<file path="config.mk">
export PLATFORM = sky130hd
export DESIGN_NAME = agc_gain_apply
export DESIGN_NICKNAME = d
export VERILOG_FILES = /design/src/rtl/agc_gain_apply.sv
export SDC_FILE = /design/constraint.sdc
export NUM_CORES = 2
export LEC_CHECK = 0
export ABC_AREA = 1
export CAP_MARGIN = 10
export CORE_ASPECT_RATIO = 1.1
export CORE_MARGIN = 2
export CORE_UTILIZATION = 56
export CTS_CLUSTER_DIAMETER = 200
export CTS_CLUSTER_SIZE = 8
export DETAILED_ROUTE_END_ITERATION = 10
export DONT_BUFFER_PORTS = 1
export PLACE_DENSITY = 0.73
export SLEW_MARGIN = 0
export SYNTH_ARGS = -nofsm -noshare
export SYNTH_HDL_FRONTEND = slang
export SYNTH_SLANG_ARGS = --single-unit
</file>
<file path="constraint.sdc">
create_clock -name clk -period 13.4 [get_ports clk]
set_input_delay 2.01 -clock clk [delete_from_list [all_inputs] [get_ports clk]]
set_output_delay 2.01 -clock clk [all_outputs]
set_load 0.1 [all_outputs]
</file>
<file path="src/rtl/agc_gain_apply.sv">
// agc_gain_apply: AGC gain smoothing FSM plus 3-stage I/Q gain multiply with symmetric saturation; AGC_GAIN_APPLY_SAT_COUNT_EN adds the saturation counter
module agc_gain_apply #(
  parameter logic [31:0] GAIN_MAX     = 32'h00FF_FFFF,
  parameter int          SETTLE_BEATS = 64,
  parameter int          STEP_SHIFT   = 3
) (
  input  logic        clk,
  input  logic        arst,
  input  logic [31:0] s_axis_tdata,
  input  logic        s_axis_tvalid,
  output logic        s_axis_tready,
  input  logic [31:0] gain_in,
  input  logic        gain_valid,
  input  logic        freeze,
  output logic [31:0] m_axis_tdata,
  output logic        m_axis_tvalid,
  input  logic        m_axis_tready,
  output logic [31:0] gain_applied,
  output logic [1:0]  state_out,
  output logic [15:0] sat_count,
  input  logic        sat_clr
);
  localparam logic [31:0] UNITY = 32'h0001_0000;
  localparam int CW = $clog2(SETTLE_BEATS + 1);
  typedef enum logic [1:0] {IDLE, SETTLE, TRACK, HOLD} state_t;
  state_t state;
  logic [CW-1:0] cnt;
  logic en, acc;
  logic [31:0] g_t, g_nxt;
  logic signed [32:0] diff, step;
  logic signed [33:0] sum;
  logic v1, v2;
  logic [15:0] i1, q1;
  logic [31:0] g1;
  logic [47:0] p_i, p_q;
  logic [16:0] si, sq;
  assign en = !m_axis_tvalid || m_axis_tready;
  assign s_axis_tready = en;
  assign acc = s_axis_tvalid && en;
  assign state_out = state;
  assign g_t = gain_in > GAIN_MAX ? GAIN_MAX : gain_in;
  assign diff = $signed({1'b0, g_t}) - $signed({1'b0, gain_applied});
  assign step = diff >>> STEP_SHIFT;
  assign sum = $signed({step[32], step}) + $signed({2'b00, gain_applied});
  assign g_nxt = sum[33] ? 32'd0 : (sum[32:0] > {1'b0, GAIN_MAX}) ? GAIN_MAX : sum[31:0];
  // round by 2^15, shift by 16, clamp to +/-32767; bit 16 flags saturation
  function automatic logic [16:0] sat(input logic [47:0] p);
    logic signed [47:0] r;
    r = ($signed(p) + 48'sd32768) >>> 16;
    sat = r > 48'sd32767 ? {1'b1, 16'h7FFF} : r < -48'sd32767 ? {1'b1, 16'h8001} : {1'b0, r[15:0]};
  endfunction
  assign si = sat(p_i);
  assign sq = sat(p_q);
  // gain state machine: direct load, settle over accepted beats, smoothed tracking, freeze hold
  always_ff @(posedge clk or negedge arst) begin
    if (!arst) begin
      state <= IDLE;
      gain_applied <= UNITY;
      cnt <= '0;
    end else begin
      case (state)
        IDLE: if (gain_valid) begin
          gain_applied <= g_t;
          cnt <= '0;
          state <= SETTLE;
        end
        SETTLE: if (acc) begin
          cnt <= cnt == CW'(SETTLE_BEATS - 1) ? '0 : cnt + 1'b1;
          if (cnt == CW'(SETTLE_BEATS - 1)) state <= TRACK;
        end
        TRACK: if (freeze) state <= HOLD;
          else if (gain_valid) gain_applied <= g_nxt;
        HOLD: if (!freeze) state <= TRACK;
      endcase
    end
  end
  // capture, multiply, round/saturate stages all advance together on en
  always_ff @(posedge clk or negedge arst) begin
    if (!arst) begin
      {v1, v2, m_axis_tvalid} <= '0;
      {i1, q1, g1, p_i, p_q} <= '0;
      m_axis_tdata <= '0;
    end else if (en) begin
      v1 <= acc;
      i1 <= s_axis_tdata[15:0];
      q1 <= s_axis_tdata[31:16];
      g1 <= gain_applied;
      v2 <= v1;
      p_i <= $signed({{32{i1[15]}}, i1}) * $signed({16'b0, g1});
      p_q <= $signed({{32{q1[15]}}, q1}) * $signed({16'b0, g1});
      m_axis_tvalid <= v2;
      m_axis_tdata <= {sq[15:0], si[15:0]};
    end
  end
`ifdef AGC_GAIN_APPLY_SAT_COUNT_EN
  logic sat3;
  // saturation flag travels alongside the output register
  always_ff @(posedge clk or negedge arst) begin
    if (!arst) sat3 <= 1'b0;
    else if (en) sat3 <= si[16] | sq[16];
  end
  // count saturated beats at the output handshake, clear has priority, stick at max
  always_ff @(posedge clk or negedge arst) begin
    if (!arst) sat_count <= '0;
    else if (sat_clr) sat_count <= '0;
    else if (m_axis_tvalid && m_axis_tready && sat3 && sat_count != 16'hFFFF) sat_count <= sat_count + 16'd1;
  end
`else
  logic unused;
  assign unused = ^{sat_clr, si[16], sq[16]};
  assign sat_count = '0;
`endif
endmodule

</file>
After elaboration in Yosys (flattened, before gate mapping). Cells that the tools add are included.

Bits in registers: 236. Latch bits: 0. RAM bits: 0. ROM bits: 0. Bits of input ports: 71. Output and inout port bits: 84. Logic and storage cells: 66. Memories kept: 0.

Add/sub/neg operators: 5. Multiply operators: 2. Divide/modulo/power cells: 0. $lt $le $gt $ge: 6. Eq/ne operators: 11. Shift operators: 0. Multiplexer cells: 21. Bitwise operators: 0. Reduce and logical (&&, ||, !) cells: 9.

Operator list (count): 2-to-1 mux 32 bit (6); adder 48 x 17 -> 48 bit, second input constant (2); multiplier 16 x 33 -> 48 bit (2); > comparator 32 x 16 -> 1 bit, second input constant (2); less-than comparator 32 x 16 -> 1 bit, second input constant (2); 2-to-1 mux 16 bit (4); one-hot mux 32 bit (2 select lines) (1); adder 30 x 33 -> 34 bit (1); > comparator 33 x 24 -> 1 bit, second input constant (1); subtractor 32 x 32 -> 33 bit (1); > comparator 32 x 24 -> 1 bit, second input constant (1); 2-to-1 mux 7 bit (3); != test 2 bit, second input constant (7); one-hot mux 7 bit (2 select lines) (1); 2-to-1 mux 2 bit (5); one-hot mux 2 bit (4 select lines) (1); adder 7 x 1 -> 7 bit, second input constant (1); == test 7 x 6 -> 1 bit, second input constant (1); AND reduction 5 bit (1); == test 2 bit, second input constant (2); AND reduction 4 bit (1); nonzero test 2 bit (2); AND reduction 3 bit (1); == test 2 x 1 -> 1 bit, second input constant (1); other kinds (4) (4).

Logic depth before layout (Yosys ltp).
Word-level depth: 10. Gate-level depth with buffers: 36. Gate-level depth less buffers: 34.

Least setup slack after synthesis. No wires, ideal clock.

Path type: input port to flip-flop. Start point: in gain_in[29]. End point: reg gain_applied[13]. Library setup time: 0.123 ns. Arrival time: 6.108 ns. Data required time: 13.277 ns. Path slack: 7.169 ns. Cell stages on the path: 31. Buffers on the path: 2. Cells stage by stage: nor2_1 nand2_1 nor2_4 buf_1 nand2_1 ha_1 a21oi_1 nand2_1 a21oi_1 o21bai_1 a21boi_1 o21ai_0 nand2_1 nand2_1 nand2_1 nand2_1 ha_1 nand2_1 nor2_1 inv_1 nor4_1 nand2_1 nand2_1 nand2_1 nand2_1 nand2_1 nor3_2 buf_2 nand4_1 nand2_1 a21oi_1.

Word-level cells in the longest chain between the ends: 10. Elaborated cells between the ends (all ways): 11. Classes of those cells: add/sub: 2; order compare: 2; mux: 7.

RTL lines: from (decl) (RTL line 12) `input logic [31:0] gain_in,`; > comparator 32 x 24 -> 1 bit (RTL line 41) `assign g_t = gain_in > GAIN_MAX ? GAIN_MAX : gain_in;`; 2-to-1 mux 32 bit (*) (RTL line 41); subtractor 32 x 32 -> 33 bit (RTL line 42) `assign diff = $signed({1'b0, g_t}) - $signed({1'b0, gain_applied});`; adder 30 x 33 -> 34 bit (RTL line 44) `assign sum = $signed({step[32], step}) + $signed({2'b00, gain_applied});`; > comparator 33 x 24 -> 1 bit (RTL line 45) `assign g_nxt = sum[33] ? 32'd0 : (sum[32:0] > {1'b0, GAIN_MAX}) ? GAIN_MAX : sum[31:0];`; 2-to-1 mux 32 bit (2 in a row) (RTL line 45); 2-to-1 mux 32 bit (RTL line 72) `else if (gain_valid) gain_applied <= g_nxt;`; 2-to-1 mux 32 bit (RTL line 71) `TRACK: if (freeze) state <= HOLD;`; one-hot mux 32 bit (2 select lines) (*) (RTL line 61) `case (state)`; to (signal assigned) (RTL line 63) `gain_applied <= g_t;`; to (signal assigned) (RTL line 72); to (decl) (RTL line 18) `output logic [31:0] gain_applied,`.

Mark *: on every way between the ends. The rest lies on a longest branch, timed or not. The select of a mux whose other input is x is not followed. A chain may end at the register's enable or synchronous reset.

Worst setup path in the final report.
Start point: in gain_in[30]. End point: reg gain_applied[4].

The elaborated chain is that of the path after synthesis.

==> out/summary.txt <==
Hold Path Depth - 2
Max Cap Viol - 0
R2R Path End - p_q[34]
Drt wl/cell - 18.21 um
Clk buf depth - 3
IO Count - 155
Vias in the first global route - 43730
Synth top area share - 34.21%
Fmax - 0.1300 GHz
Crit start category - input port
H-tree depth - 1
Worst slew pin tran - 1.180 ns
Yosys top cell by area - fa_1
Setup TNS - 0 ns
CTS Buf Count - 29
CP required - 13.87 ns
R2r setup slk - 6.36 ns
Critical path buffers and inverters - 1
Initial core utilization - 56.56%
Drc violations - 0
First-pass GRT wire length - 228500 um
Insertion delay to the later sink of the worst-skew pair - 0.64 ns
Hold Crit Start - v2
Post-detail-place hpwl - 107200 um
Worst min-delay path class - flop to flop
Final setup vio count - 0
Type of element capturing the critical path - flop
Routed Antenna Nets - 0
Routed WL - 140200 um
Crit path kind - input port to flop
CTS Hold Buffers Added - 0
PortBufs - 0
Via/cell ratio - 5.413
Fin Clk Skew - 0.05347 ns
#FFs+latches synth - 206
Min cycle time layout - 7.690 ns
Gr usage total - 32.14%
CTS tree - built
Data arrival, critical path - 8.16 ns
Status - completed
Crit path max-delay family - simple AND/OR/NAND/NOR gates
Worst-path clk slew - 0.05 ns
Worst Hold Path EP - m_axis_tvalid
Synth area leaders - fa_1 (34%), nand2_1 (15%), inv_1 (13%)
RSZ-0062 raised after global routing - false
Most frequently used flop master after synthesis - dfrtp_1
EDFF count, synth - 0
Initial antenna violation count - 1
Final number of hold-violating endpoints - 0
Core Footprint - 86390 sq um
Ys async rst share - 100.0%
Post_cts resized - 0
Total number of vias - 41670
Die area - 89630 sq um
Die Y - 313.8 um
Die Wd - 285.6 um
Fin Hold WS - 0.4515 ns
GR Overflow Total - 0
Fin nets - 7805
Post-Syn Area - 48860 sq um
CP peak stage delay - 0.95 ns
Unique masters post-synth - 60
Inserted Diodes - 0
Max-slew violation count - 0
Clk sinks - 206
Rel. slew slack - 21.05%
Cells after Synth - 6722
Initial DRT Pass Iterations - 6
Share of layout cells above drive strength 1 - 2.840%
Worst-case reg-to-reg path depth - 23
Crit path max fanout - 25
Syn_area_per_cell - 7.268 sq um
Row Count - 113
Initial DRC Count - 3324
Routability cong. - 0.9656
Sequential fraction of the synthesis area - 10.55%
YS warnings - 0
Layout area overhead - 3.321%
Most frequent cell on the critical path - nand2_1
Number of setup buffers added after CTS - 0
Slowest cell on the critical path - nor3_4
Final period util - 57.39%
Largest net degree at the start of global routing - 207
Clock root buffer - clkbuf_16
Reg2Reg Launch Point - g1[24]
[placed cells by master (no fill, tap or decap), types with 20 or more instances in the layout]
master	instances
xnor2_1	55
xor2_1	73
a21oi_1	262
fa_1	835
nand2_1	1890
a31oi_1	30
dfrtp_1	201
nor2_1	314
buf_4	66
nor3_1	54
conb_1	24
or2_2	43
o21ai_0	195
nand4_1	69
ha_1	361
inv_1	1731
o21a_1	20
clkbuf_16	29
nand3_1	129
[per-layer routing]
metal,global-route usage (%),part of all wire (%),up-vias
met5,0,0.010,-
met4,12.83,4.4,2
met3,4.913,8.0,363
met2,53.35,47,1783
met1,42.42,41,20300
li1,-,-,19230
[cell type report]
class / count / area (sq um)
Inverter: 1745 / 6555
Sequential cell: 206 / 5161
Clock buffer: 41 / 780.7
Tap cell: 1150 / 1439
Fill cell: 8137 / 35910
Timing Repair Buffer: 67 / 515.5
Multi-Input combinational cell: 4489 / 36020
Clock inverter: 1 / 8.758
[per-stage QoR]
stage | util (%) | worst slack [ns] | std cells | area [sq um]
finish | 58.44 | 5.710 | 7699 | 50480
global route | 58.44 | 5.311 | 7699 | 50480
CTS | 58.44 | 5.989 | 7699 | 50480
detailed placement | 57.52 | 5.392 | 7657 | 49690
global placement | 57.52 | 5.417 | 7657 | 49690
floorplan | - | 7.169 | 6745 | 48940
[synth_stat cells, drive strengths merged (2+ instances only)]
master / number
clkbuf: 261
dfrtp: 205
o221ai: 2
buf: 44
inv: 1744
nor3: 58
a221oi: 4
a211oi: 7
fa: 835
o21a: 20
o31ai: 3
nand4: 69
or2: 44
a21boi: 8
nor4: 21
nor2: 324
a311oi: 2
nand3b: 8
and3: 7
a31oi: 30
nor3b: 2
a22oi: 2
a21oi: 263
ha: 361
o211ai: 3
nand2: 1893
o21bai: 14
o21ai: 200
a21o: 13
nand3: 132
xor2: 75
xnor2: 56
[worst reg2reg max path, delay by kind of cell (launching register included)]
kind | cells | cell delay (ns)
AO/OA/AOI/OAI | 6 | 1.17
AND/OR/NAND/NOR | 4 | 0.59
flip-flops | 1 | 0.92
adder cells (fa/ha/maj) | 7 | 3.48
buffers and inverters | 6 | 0.68
[cells by family after synthesis]
group | Yosys count | synth area share [%]
adders and majority gates | 1196 | 43.46
xor gates and xnor gates | 131 | 2.379
and+or+nand+nor | 2561 | 21.19
AOI/OAI and AO/OA | 577 | 6.456
other | 1 | 0.007675
buffers and inverters | 2050 | 15.95
DFF | 206 | 10.55
[worst max-delay path by stage]
stage,startpoint,end,slack [ns],cells past startpoint
floorplan,gain_in[29],gain_applied[13],7.17,31
global placement,gain_in[30],gain_applied[1],5.42,29
detailed placement,gain_in[29],gain_applied[14],5.39,29
CTS,gain_in[29],gain_applied[4],5.99,29
global route,gain_in[29],gain_applied[8],5.31,29
finish,gain_in[30],gain_applied[4],5.71,29
[registers in the layout (all words and copies together) (netlist names)]
signal	count
g1	32
m_axis_tdata	32
v2	1
m_axis_tvalid	1
v1	1
state_out	2
i1	16
p_q	33
gain_applied	32
cnt	7
p_i	33
q1	16
Power is not shown: default switching activity piles up to over one toggle a cycle in this logic, so the estimate is an artifact.
